==> config.mk <==
export PLATFORM = sky130hd
export DESIGN_NAME = dmem_arbiter
export DESIGN_NICKNAME = d
export VERILOG_FILES = /design/src/rtl/dmem_arbiter_pkg.sv /design/src/rtl/arb_starve_cnt.sv /design/src/rtl/dmem_arbiter.sv
export SDC_FILE = /design/constraint.sdc
export NUM_CORES = 1
export LEC_CHECK = 0
export BUFFER_PORTS_ARGS = -buffer_cell sky130_fd_sc_hd__buf_4
export CORE_AREA = 2 2 119 121
export DETAILED_ROUTE_END_ITERATION = 8
export DIE_AREA = 0 0 121 123
export PLACE_DENSITY = 0.44
export SLEW_MARGIN = 5
export SYNTH_ARGS = -nofsm -noshare
export SYNTH_HDL_FRONTEND = slang
export SYNTH_SLANG_ARGS = --single-unit
==> constraint.sdc <==
create_clock -name CLK -period 2.1 [get_ports CLK]
set_input_delay 0.315 -clock CLK [delete_from_list [all_inputs] [get_ports CLK]]
set_output_delay 0.315 -clock CLK [all_outputs]
set_load 0.02 [all_outputs]
==> src/rtl/dmem_arbiter_pkg.sv <==
// Shared types for the data-memory arbiter: FSM states, read-return owner
// codes and the data-memory window compare.
package dmem_arbiter_pkg;

    localparam logic [31:0] DMEM_BASE_DEF = 32'h0010_0000;
    localparam int          MAX_WAIT_DEF  = 4;

    typedef enum logic {
        ST_OPEN  = 1'b0,
        ST_HLOCK = 1'b1
    } arb_state_e;

    typedef enum logic {
        OWN_C = 1'b0,
        OWN_H = 1'b1
    } arb_owner_e;

    // Word address bits [29:18] are byte address bits [31:20].
    function automatic logic in_window(input logic [29:0] waddr, input logic [31:0] base);
        return waddr[29:18] == base[31:20];
    endfunction

endpackage

==> src/rtl/arb_starve_cnt.sv <==
// Saturating count of consecutive cycles the host was denied the memory port.
module arb_starve_cnt #(
    parameter int MAX = 4
) (
    input  logic clk,
    input  logic rst_n,
    input  logic inc,
    input  logic clr,
    output logic at_max
);

    logic [3:0] cnt_q;
    logic [3:0] cnt_d;

    assign at_max = (cnt_q == 4'(MAX));

    always_comb begin
        cnt_d = cnt_q;
        if (clr) begin
            cnt_d = 4'd0;
        end else if (inc && !at_max) begin
            cnt_d = cnt_q + 4'd1;
        end
    end

    always_ff @(posedge clk or negedge rst_n) begin
        if (!rst_n) begin
            cnt_q <= 4'd0;
        end else begin
            cnt_q <= cnt_d;
        end
    end

endmodule

==> src/rtl/dmem_arbiter.sv <==
// Two-port arbiter (core C, host H) onto the single data-memory port, with
// same-cycle grant, host starvation guard, host lock and tagged read return.
module dmem_arbiter
    import dmem_arbiter_pkg::*;
#(
    parameter logic [31:0] DMEM_BASE = DMEM_BASE_DEF,
    parameter int          MAX_WAIT  = MAX_WAIT_DEF
) (
    input  logic        CLK,
    input  logic        RSTN,
    input  logic        C_REQ,
    input  logic [29:0] C_ADDR,
    input  logic [3:0]  C_WSTB,
    input  logic [31:0] C_WDATA,
    output logic        C_GNT,
    output logic        C_RVALID,
    output logic [31:0] C_RDATA,
    output logic        C_ERR,
    input  logic        H_REQ,
    input  logic        H_LOCK,
    input  logic [29:0] H_ADDR,
    input  logic [3:0]  H_WSTB,
    input  logic [31:0] H_WDATA,
    output logic        H_GNT,
    output logic        H_RVALID,
    output logic [31:0] H_RDATA,
    output logic        H_ERR,
    output logic        M_CE,
    output logic [29:0] M_ADDR,
    output logic [3:0]  M_WSTB,
    output logic [31:0] M_DATAO,
    input  logic [31:0] M_DATAI
);

    arb_state_e state_q, state_d;
    arb_owner_e rd_own_q, rd_own_d;
    logic       rd_vld_q, rd_vld_d;
    logic       rd_err_q, rd_err_d;

    logic       c_gnt, h_gnt, any_gnt;
    logic       at_max, h_inc, h_clr;
    logic       in_win;
    logic [31:0] rd_data;

    always_comb begin
        c_gnt = 1'b0;
        h_gnt = 1'b0;
        if (state_q == ST_HLOCK) begin
            h_gnt = H_REQ;
        end else begin
            h_gnt = H_REQ && (!C_REQ || at_max);
            c_gnt = C_REQ && !h_gnt;
        end
        // Grants must not escape while reset is asserted, even between edges.
        if (!RSTN) begin
            c_gnt = 1'b0;
            h_gnt = 1'b0;
        end
    end

    assign any_gnt = c_gnt || h_gnt;
    assign C_GNT   = c_gnt;
    assign H_GNT   = h_gnt;

    assign h_inc = H_REQ && !h_gnt && (state_q == ST_OPEN);
    assign h_clr = h_gnt || !H_REQ;

    arb_starve_cnt #(
        .MAX (MAX_WAIT)
    ) u_starve_cnt (
        .clk    (CLK),
        .rst_n  (RSTN),
        .inc    (h_inc),
        .clr    (h_clr),
        .at_max (at_max)
    );

    always_comb begin
        M_ADDR  = 30'd0;
        M_WSTB  = 4'd0;
        M_DATAO = 32'd0;
        if (h_gnt) begin
            M_ADDR  = H_ADDR;
            M_WSTB  = H_WSTB;
            M_DATAO = H_WDATA;
        end else if (c_gnt) begin
            M_ADDR  = C_ADDR;
            M_WSTB  = C_WSTB;
            M_DATAO = C_WDATA;
        end
    end

    // Out-of-window beats are granted but never reach the memory.
    assign in_win = in_window(M_ADDR, DMEM_BASE);
    assign M_CE   = any_gnt && in_win;

    always_comb begin
        state_d  = state_q;
        if (h_gnt) begin
            state_d = H_LOCK ? ST_HLOCK : ST_OPEN;
        end
        rd_vld_d = any_gnt && (M_WSTB == 4'd0);
        rd_own_d = h_gnt ? OWN_H : OWN_C;
        rd_err_d = !in_win;
    end

    always_ff @(posedge CLK or negedge RSTN) begin
        if (!RSTN) begin
            state_q  <= ST_OPEN;
            rd_vld_q <= 1'b0;
            rd_own_q <= OWN_C;
            rd_err_q <= 1'b0;
        end else begin
            state_q  <= state_d;
            rd_vld_q <= rd_vld_d;
            rd_own_q <= rd_own_d;
            rd_err_q <= rd_err_d;
        end
    end

    assign rd_data  = (rd_vld_q && !rd_err_q) ? M_DATAI : 32'd0;

    assign C_RVALID = rd_vld_q && (rd_own_q == OWN_C);
    assign H_RVALID = rd_vld_q && (rd_own_q == OWN_H);
    assign C_ERR    = C_RVALID && rd_err_q;
    assign H_ERR    = H_RVALID && rd_err_q;
    assign C_RDATA  = C_RVALID ? rd_data : 32'd0;
    assign H_RDATA  = H_RVALID ? rd_data : 32'd0;

endmodule

==> results of run 1 <==
-- where the power goes --
part / leakage, uW / internal [uW] / switching, uW / total, uW
combinational: 0.00232 / 607 / 481 / 1090
sequential: 0.000103 / 168 / 15.0 / 183
clock: 0.0000370 / 245 / 71.1 / 316
-- metal layers --
layer / share of wire, % / routed length [um] / vias to the layer above / global-route usage (%)
li1: - / - / 1440 / -
met1: 34 / 4236 / 1335 / 15.50
met2: 52 / 6411 / 202 / 26.37
met3: 11 / 1311 / 14 / 3.506
met4: 2.9 / 353 / 0 / 4.433
met5: 0 / 0 / - / 0
-- worst paths after layout --
check	from	end	slack, ps
hold / removal	RSTN	u_starve_cnt.cnt_q[3]	50
max in group asynchronous	RSTN	u_starve_cnt.cnt_q[0]	1500
hold reg to reg	u_starve_cnt.cnt_q[3]	u_starve_cnt.cnt_q[3]	570
setup reg to reg	u_starve_cnt.cnt_q[1]	rd_vld_q	190
setup / recovery	u_starve_cnt.cnt_q[1]	M_CE	-230
min in group CLK	H_LOCK	state_q	300
-- per-stage QoR --
stage / hold WS [ps] / cells / TNS, ps / power, uW
after floorplan: 19.41 / 220 / 0 / 584.4
after global placement: 119.9 / 695 / 0 / 1108
after detailed placement: 118.8 / 695 / 0 / 1107
after CTS: 48.07 / 706 / -9253 / 1561
after global routing: 58.23 / 711 / -15320 / 1680
final: 49.31 / 711 / -10170 / 1588
-- sequential cells by signal, indices dropped and copies added, names as in the netlist --
signal,count
rd_err_q,1
rd_vld_q,1
state_q,1
rd_own_q,1
u_starve_cnt.cnt_q,4
-- cells by family after synthesis --
family	Yosys count
simple gates	103
xor+xnor	3
mux	1
fa+ha+maj	2
buf+inv	27
flops	8
compound gates	76
-- cell usage in the layout, fill, tap and decap left out, drive strengths merged, types with 3 or more instances in the layout --
cell type	n
inv	5
nand2	10
o21ai	3
nor4	5
dfrtp	8
nor2b	4
and2	67
clkbuf	5
xnor2	3
a22o	63
buf	327
nor2	6
nand3	3
o22ai	3
-- final cells by class --
class	count	area, sq um	share of cell area (%)
Tap cell	180	225.2	4.786
Sequential cell	8	200.2	4.254
Inverter	5	18.77	0.3988
Timing Repair Buffer	330	2844	60.44
Multi-Input combinational cell	185	1343	28.53
Clock buffer	3	75.07	1.595
-- worst max-delay path, stage by stage, from the launching register on --
cell and delay, ps:
dfrtp_1 380, inv_2 80, ha_4 130, and3b_2 250, o2111ai_2 140, a222oi_1 470, and2_1 210, buf_6 120
-- timing repair --
item	4_1_cts	5_1_grt
hold endpoints to repair	2	0
setup buffers	4	2
hold buffers	1	0
endpoints found under the setup margin	64	69
cloned	3	3
pin swaps	15	19
resized for setup	69	6
==> flow_metrics.tcl, run 1 <==
set metrics [dict create \
    status "complete, but fails checks" \
    failed_checks "setup timing" \
    final_util_pct 34.57 \
    tightest_slew_ps 425.0 \
    startpoint_type "flip-flop" \
    synth-xor-area-share_pct 1.579 \
    max_freq_mhz 430.0 \
    fin_crit_sh_pct 110.7 \
    synth.distinct_cells 30 \
    synth_top_family_by_area "compound AO/OA/AOI/OAI gates" \
    fp.coreArea_sq_um 13610 \
    cts_buffers 3 \
    track_usage_pct 14.06 \
    cts_tree "yes" \
    slew_viol_final 0 \
    ys_warn_count 0 \
    setup_viol 65 \
    drive_above_1_share_pct 64.03 \
    grt_max_degree 56 \
    synth_top_area_cell "a22o_1" \
    required_ps 1780 \
    maxSlewHeadroom_pct 71.67 \
    clk_pin_slew_ps 40 \
    cts_sinks 8 \
    synth_flop_cell "dfrtp_1" \
    ant_nets 0 \
    cts_root_buf "clkbuf_16" \
    async_flop_share_pct 100.0 \
    layout_min_cycle_time_ps 2326 \
    avgSynthCellArea_sq_um 7.564 \
    synth_cells 220 \
    holdCritPathClass "input pin to async pin" \
    area_growth_pct 182.8 \
    drt-initial-drc-count 74 \
    synth_fp_nets 391 \
    die_h_um 123 \
    grt_pass1_wl_um 16120 \
    synth_compound_gate_area_share_pct 38.42 \
    drc 0 \
    final_net_count 704 \
    end_kind "primary output" \
    synth_edf_count 0 \
    yosys.area_share.simple_pct 36.54 \
    maxCapViolations 0 \
    power_per_cell_area_nw_per_um2 337.4 \
    wl_per_cell_um 17.32 \
    globalRouteOverflowTotal 0 \
    synth_area_sq_um 1664 \
    synthTopCellsByCount "and2_1, a22o_1, clkbuf_1, nand2_1, dfrtp_1" \
    hold_viol_final 0 \
    num_rows 43 \
    die_area_sq_um 14880 \
    totalWireLength_um 12310 \
    cp_data_arrival_time_ps 2010 \
    gpl.final_weighted_congestion 0.8372 \
    clock_latency_ps 230 \
    grt_pass1_vias 2928 \
    diodes 0 \
    fillerInstances 1430 \
    ys_top_cells_by_area "a22o_1, and2_1, dfrtp_1, buf_6, clkbuf_1" \
    vias_per_cell 4.207 \
    h-tree-depth 1 \
    start_util_pct 12.23 \
    pre_cts_ws_ps 10.79 \
    ys_seq_elements 8 \
    stdcell_area_sq_um 4706 \
    synth_top_area_share_pct 33.16 \
    ios 306 \
    vias 2991 \
    peakVddDrop_mv 0.2934 \
    criticalPathCategory "flip-flop to primary output" \
    ys_seq_area_share_pct 12.03 \
    fp.dieW_um 121 \
    placed_cell_area_sq_um 4160 \
    r2r_cells 7 \
    finalWorstSetupSlack_ps -225.7 \
    synthMostInstantiatedCell "and2_1" \
    numPortBuffers 305 \
    dp_hpwl_um 9776 \
    crit_fanout 5 \
    cts_buffer_depth 2 \
    synth_fa_ha_area_share_pct 1.504 \
    synthMuxAreaShare_pct 0.6767 \
    leakage_uw 0.002461 \
    rsz0062_at_grt "true" \
    clock_skew_ps 2.449 \
    grt_antenna_before_repair 0 \
    dr.pass1.iters 4 \
]
No activity file was read; power rests on OpenSTA's default activity.
==> run 2, diff against run 1 <==
Settings changed: CORE_AREA 2 2 119 121 to 2 2 118 120, DIE_AREA 0 0 121 123 to 0 0 120 122, SLEW_MARGIN 5 to 10, SYNTH_HIERARCHICAL set to 1, TNS_END_PERCENT set to 1.
==> run 2 against run 1 <==
Net effect:
- the run still ends with setup timing left
- critical endpoint is now M_DATAO[18]
- critical path depth increased by 4
- sequential share of layout area decreased by 0.059 points
- hold slack got worse by 47 ps
- synthesized area decreased by 1.5%
==> flow_metrics.tcl, run 2 <==
set metrics [dict create \
    final_util_pct 35.34 \
    async_flop_share_pct 100.0 \
    wl_per_cell_um 15.31 \
    globalRouteOverflowTotal 0 \
    totalWireLength_um 11060 \
    drive_above_1_share_pct 67.53 \
    synth_fp_nets 386 \
    dr_wl_met2_um 5788 \
    clock_latency_ps 230 \
    drc 0 \
    layout_min_cycle_time_ps 2345 \
    criticalPathCategory "flip-flop to primary output" \
    mostFrequentLayoutCells "buf_4, a22o_1, and2_1" \
    holdCritPathClass "input pin to async pin" \
    grt_max_degree 33 \
    peakVddDrop_mv 0.2065 \
    synth_cells 215 \
    maxSlewHeadroom_pct 73.04 \
    power_per_cell_area_nw_per_um2 304.4 \
    vias_per_cell 4.116 \
    track_usage_pct 13.25 \
    die_h_um 122 \
    grt_pass1_wl_um 15550 \
    synthTopCellsByCount "a22o_1, and2_1, clkbuf_1" \
    synth-xor-area-share_pct 0 \
    ios 306 \
    tightest_slew_ps 403.5 \
    die_area_sq_um 14640 \
    final_net_count 715 \
    grt_pass1_vias 2899 \
    finalWorstSetupSlack_ps -245.4 \
    drt-initial-drc-count 81 \
    ant_nets 0 \
    synth_area_sq_um 1639 \
    fp.dieW_um 120 \
    cts_buffer_depth 2 \
    synth_fa_ha_area_share_pct 1.527 \
    numPortBuffers 305 \
    grt_antenna_before_repair 0 \
    h-tree-depth 1 \
    rsz0062_at_grt "true" \
    hold_viol_final 0 \
    ys_seq_elements 8 \
    largest_register_ffs 4 \
    wl_met1_um 4124 \
    synth_edf_count 0 \
    vias 2972 \
    cts_sinks 8 \
    num_rows 43 \
    maxCapViolations 0 \
    synth_compound_gate_area_share_pct 40.31 \
    maxUsedRoutingLayer "met4" \
    ys_seq_area_share_pct 12.21 \
    diodes 0 \
    end_kind "primary output" \
    leakage_uw 0.002532 \
    net-switching-power_uw 495.4 \
    gpl.final_weighted_congestion 0.7826 \
    status "complete, but fails checks" \
    cts_tree "yes" \
    start_util_pct 12.14 \
    slew_viol_final 0 \
    fp.coreArea_sq_um 13500 \
    hold_buffers 0 \
    failed_checks "setup timing" \
    clkPwrFrac_pct 22.1 \
    setup_viol 68 \
    crit_fanout 7 \
    tns_ps -11640 \
    cp_data_arrival_time_ps 2030 \
    startpoint_type "flip-flop" \
    synth_top_area_share_pct 35.80 \
    synth.distinct_cells 31 \
    dr.pass1.iters 4 \
    cts_buffers 3 \
    p_seq_share_pct 11.9 \
    synth_top_area_cell "a22o_1" \
    required_ps 1780 \
    cts_root_buf "clkbuf_16" \
    area_growth_pct 191.1 \
    p_comb_share_pct 66.0 \
    p_int_uw 957.2 \
    mostFrequentLayoutCell "buf_4" \
    max_freq_mhz 426.4 \
    clk_pin_slew_ps 40 \
    p_sw_share_pct 34.11 \
    regMostFlops "u_starve_cnt/cnt_q" \
    hold_ws_ps 2.242 \
    fin_crit_sh_pct 111.7 \
    clock_skew_ps 4.469 \
    dp_hpwl_um 9261 \
    yosys.area_share.simple_pct 39.16 \
    synth_flop_cell "dfrtp_1" \
    ys_warn_count 6 \
    dr_wl_met3_um 1008 \
    synth_top_family_by_area "compound AO/OA/AOI/OAI gates" \
    avgSynthCellArea_sq_um 7.624 \
    synthMuxAreaShare_pct 0 \
    synthMostInstantiatedCell "a22o_1" \
    ys_top_cells_by_area "a22o_1, and2_1, dfrtp_1, clkbuf_1, buf_2" \
]
run 2: worst paths after layout:
kind | startpoint | to | slack [ps] | depth (start not counted)
setup / recovery | u_starve_cnt/cnt_q[0] | M_DATAO[18] | -250 | 11
hold / removal | RSTN | state_q | 2 | 2
setup reg to reg | u_starve_cnt/cnt_q[0] | u_starve_cnt/cnt_q[3] | 30 | 11
hold reg to reg | u_starve_cnt/cnt_q[3] | u_starve_cnt/cnt_q[3] | 540 | 2
max in group asynchronous | RSTN | rd_vld_q | 1950 | 2
min in group CLK | H_LOCK | state_q | 300 | 2
run 2: area by class of cell:
type	instances	area [sq um]
Fill cell	1423	8732
Clock buffer	3	75.07
Multi-Input combinational cell	184	1401
Timing Repair Buffer	344	2856
Inverter	3	13.76
Tap cell	180	225.2
Sequential cell	8	200.2
run 2: cell families (layout without fill, tap and decap cells):
group                      count (synthesis)  count (layout)
adders and majority gates                  2               2
and+or+nand+nor                          103             104
DFF                                        8               8
buffers and inverters                     24             350
AOI/OAI and AO/OA                         78              78
run 2: power by group through the flow:
stage	Clock [uW]	Sequential [uW]	Combinational, uW
5_1_grt	334	174	1020
6_report	321	173	959
4_1_cts	331	173	955
3_5_place_dp	0	174	871
3_3_place_gp	0	174	867
2_1_floorplan	0	172	339
run 2: through the flow:
step,area (sq um),instances,total power [uW],setup slack (ps)
2_1_floorplan,1645,215,510.9,-72.57
3_3_place_gp,4344,706,1040,-173.4
3_5_place_dp,4344,706,1045,-241.0
4_1_cts,4710,717,1459,-226.1
5_1_grt,4772,722,1525,-297.3
6_report,4772,722,1453,-245.4
run 2: routing by layer:
layer	track usage [%]	vias to the layer above
li1	-	1459
met1	15.47	1320
met2	24.68	182
met3	2.622	11
met4	3.309	0
met5	0	-
run 2: timing repair:
| item | in CTS | in global routing |
|---|---|---|
| buffers inserted | 6 | 4 |
| cloned | 2 | 1 |
| endpoints found under the setup margin | 70 | 71 |
| pin swaps | 5 | 5 |
| resized for setup | 57 | 2 |
| endpoints found under the hold margin | 0 | 0 |
run 2: critical path, cell delays in order (launching register included):
cell	delay [ps]
dfrtp_1	380
inv_2	90
ha_4	140
nand3b_4	90
inv_4	80
buf_6	100
nand2_4	40
and3_4	220
buf_12	160
buf_12	130
a22o_1	220
buf_6	140
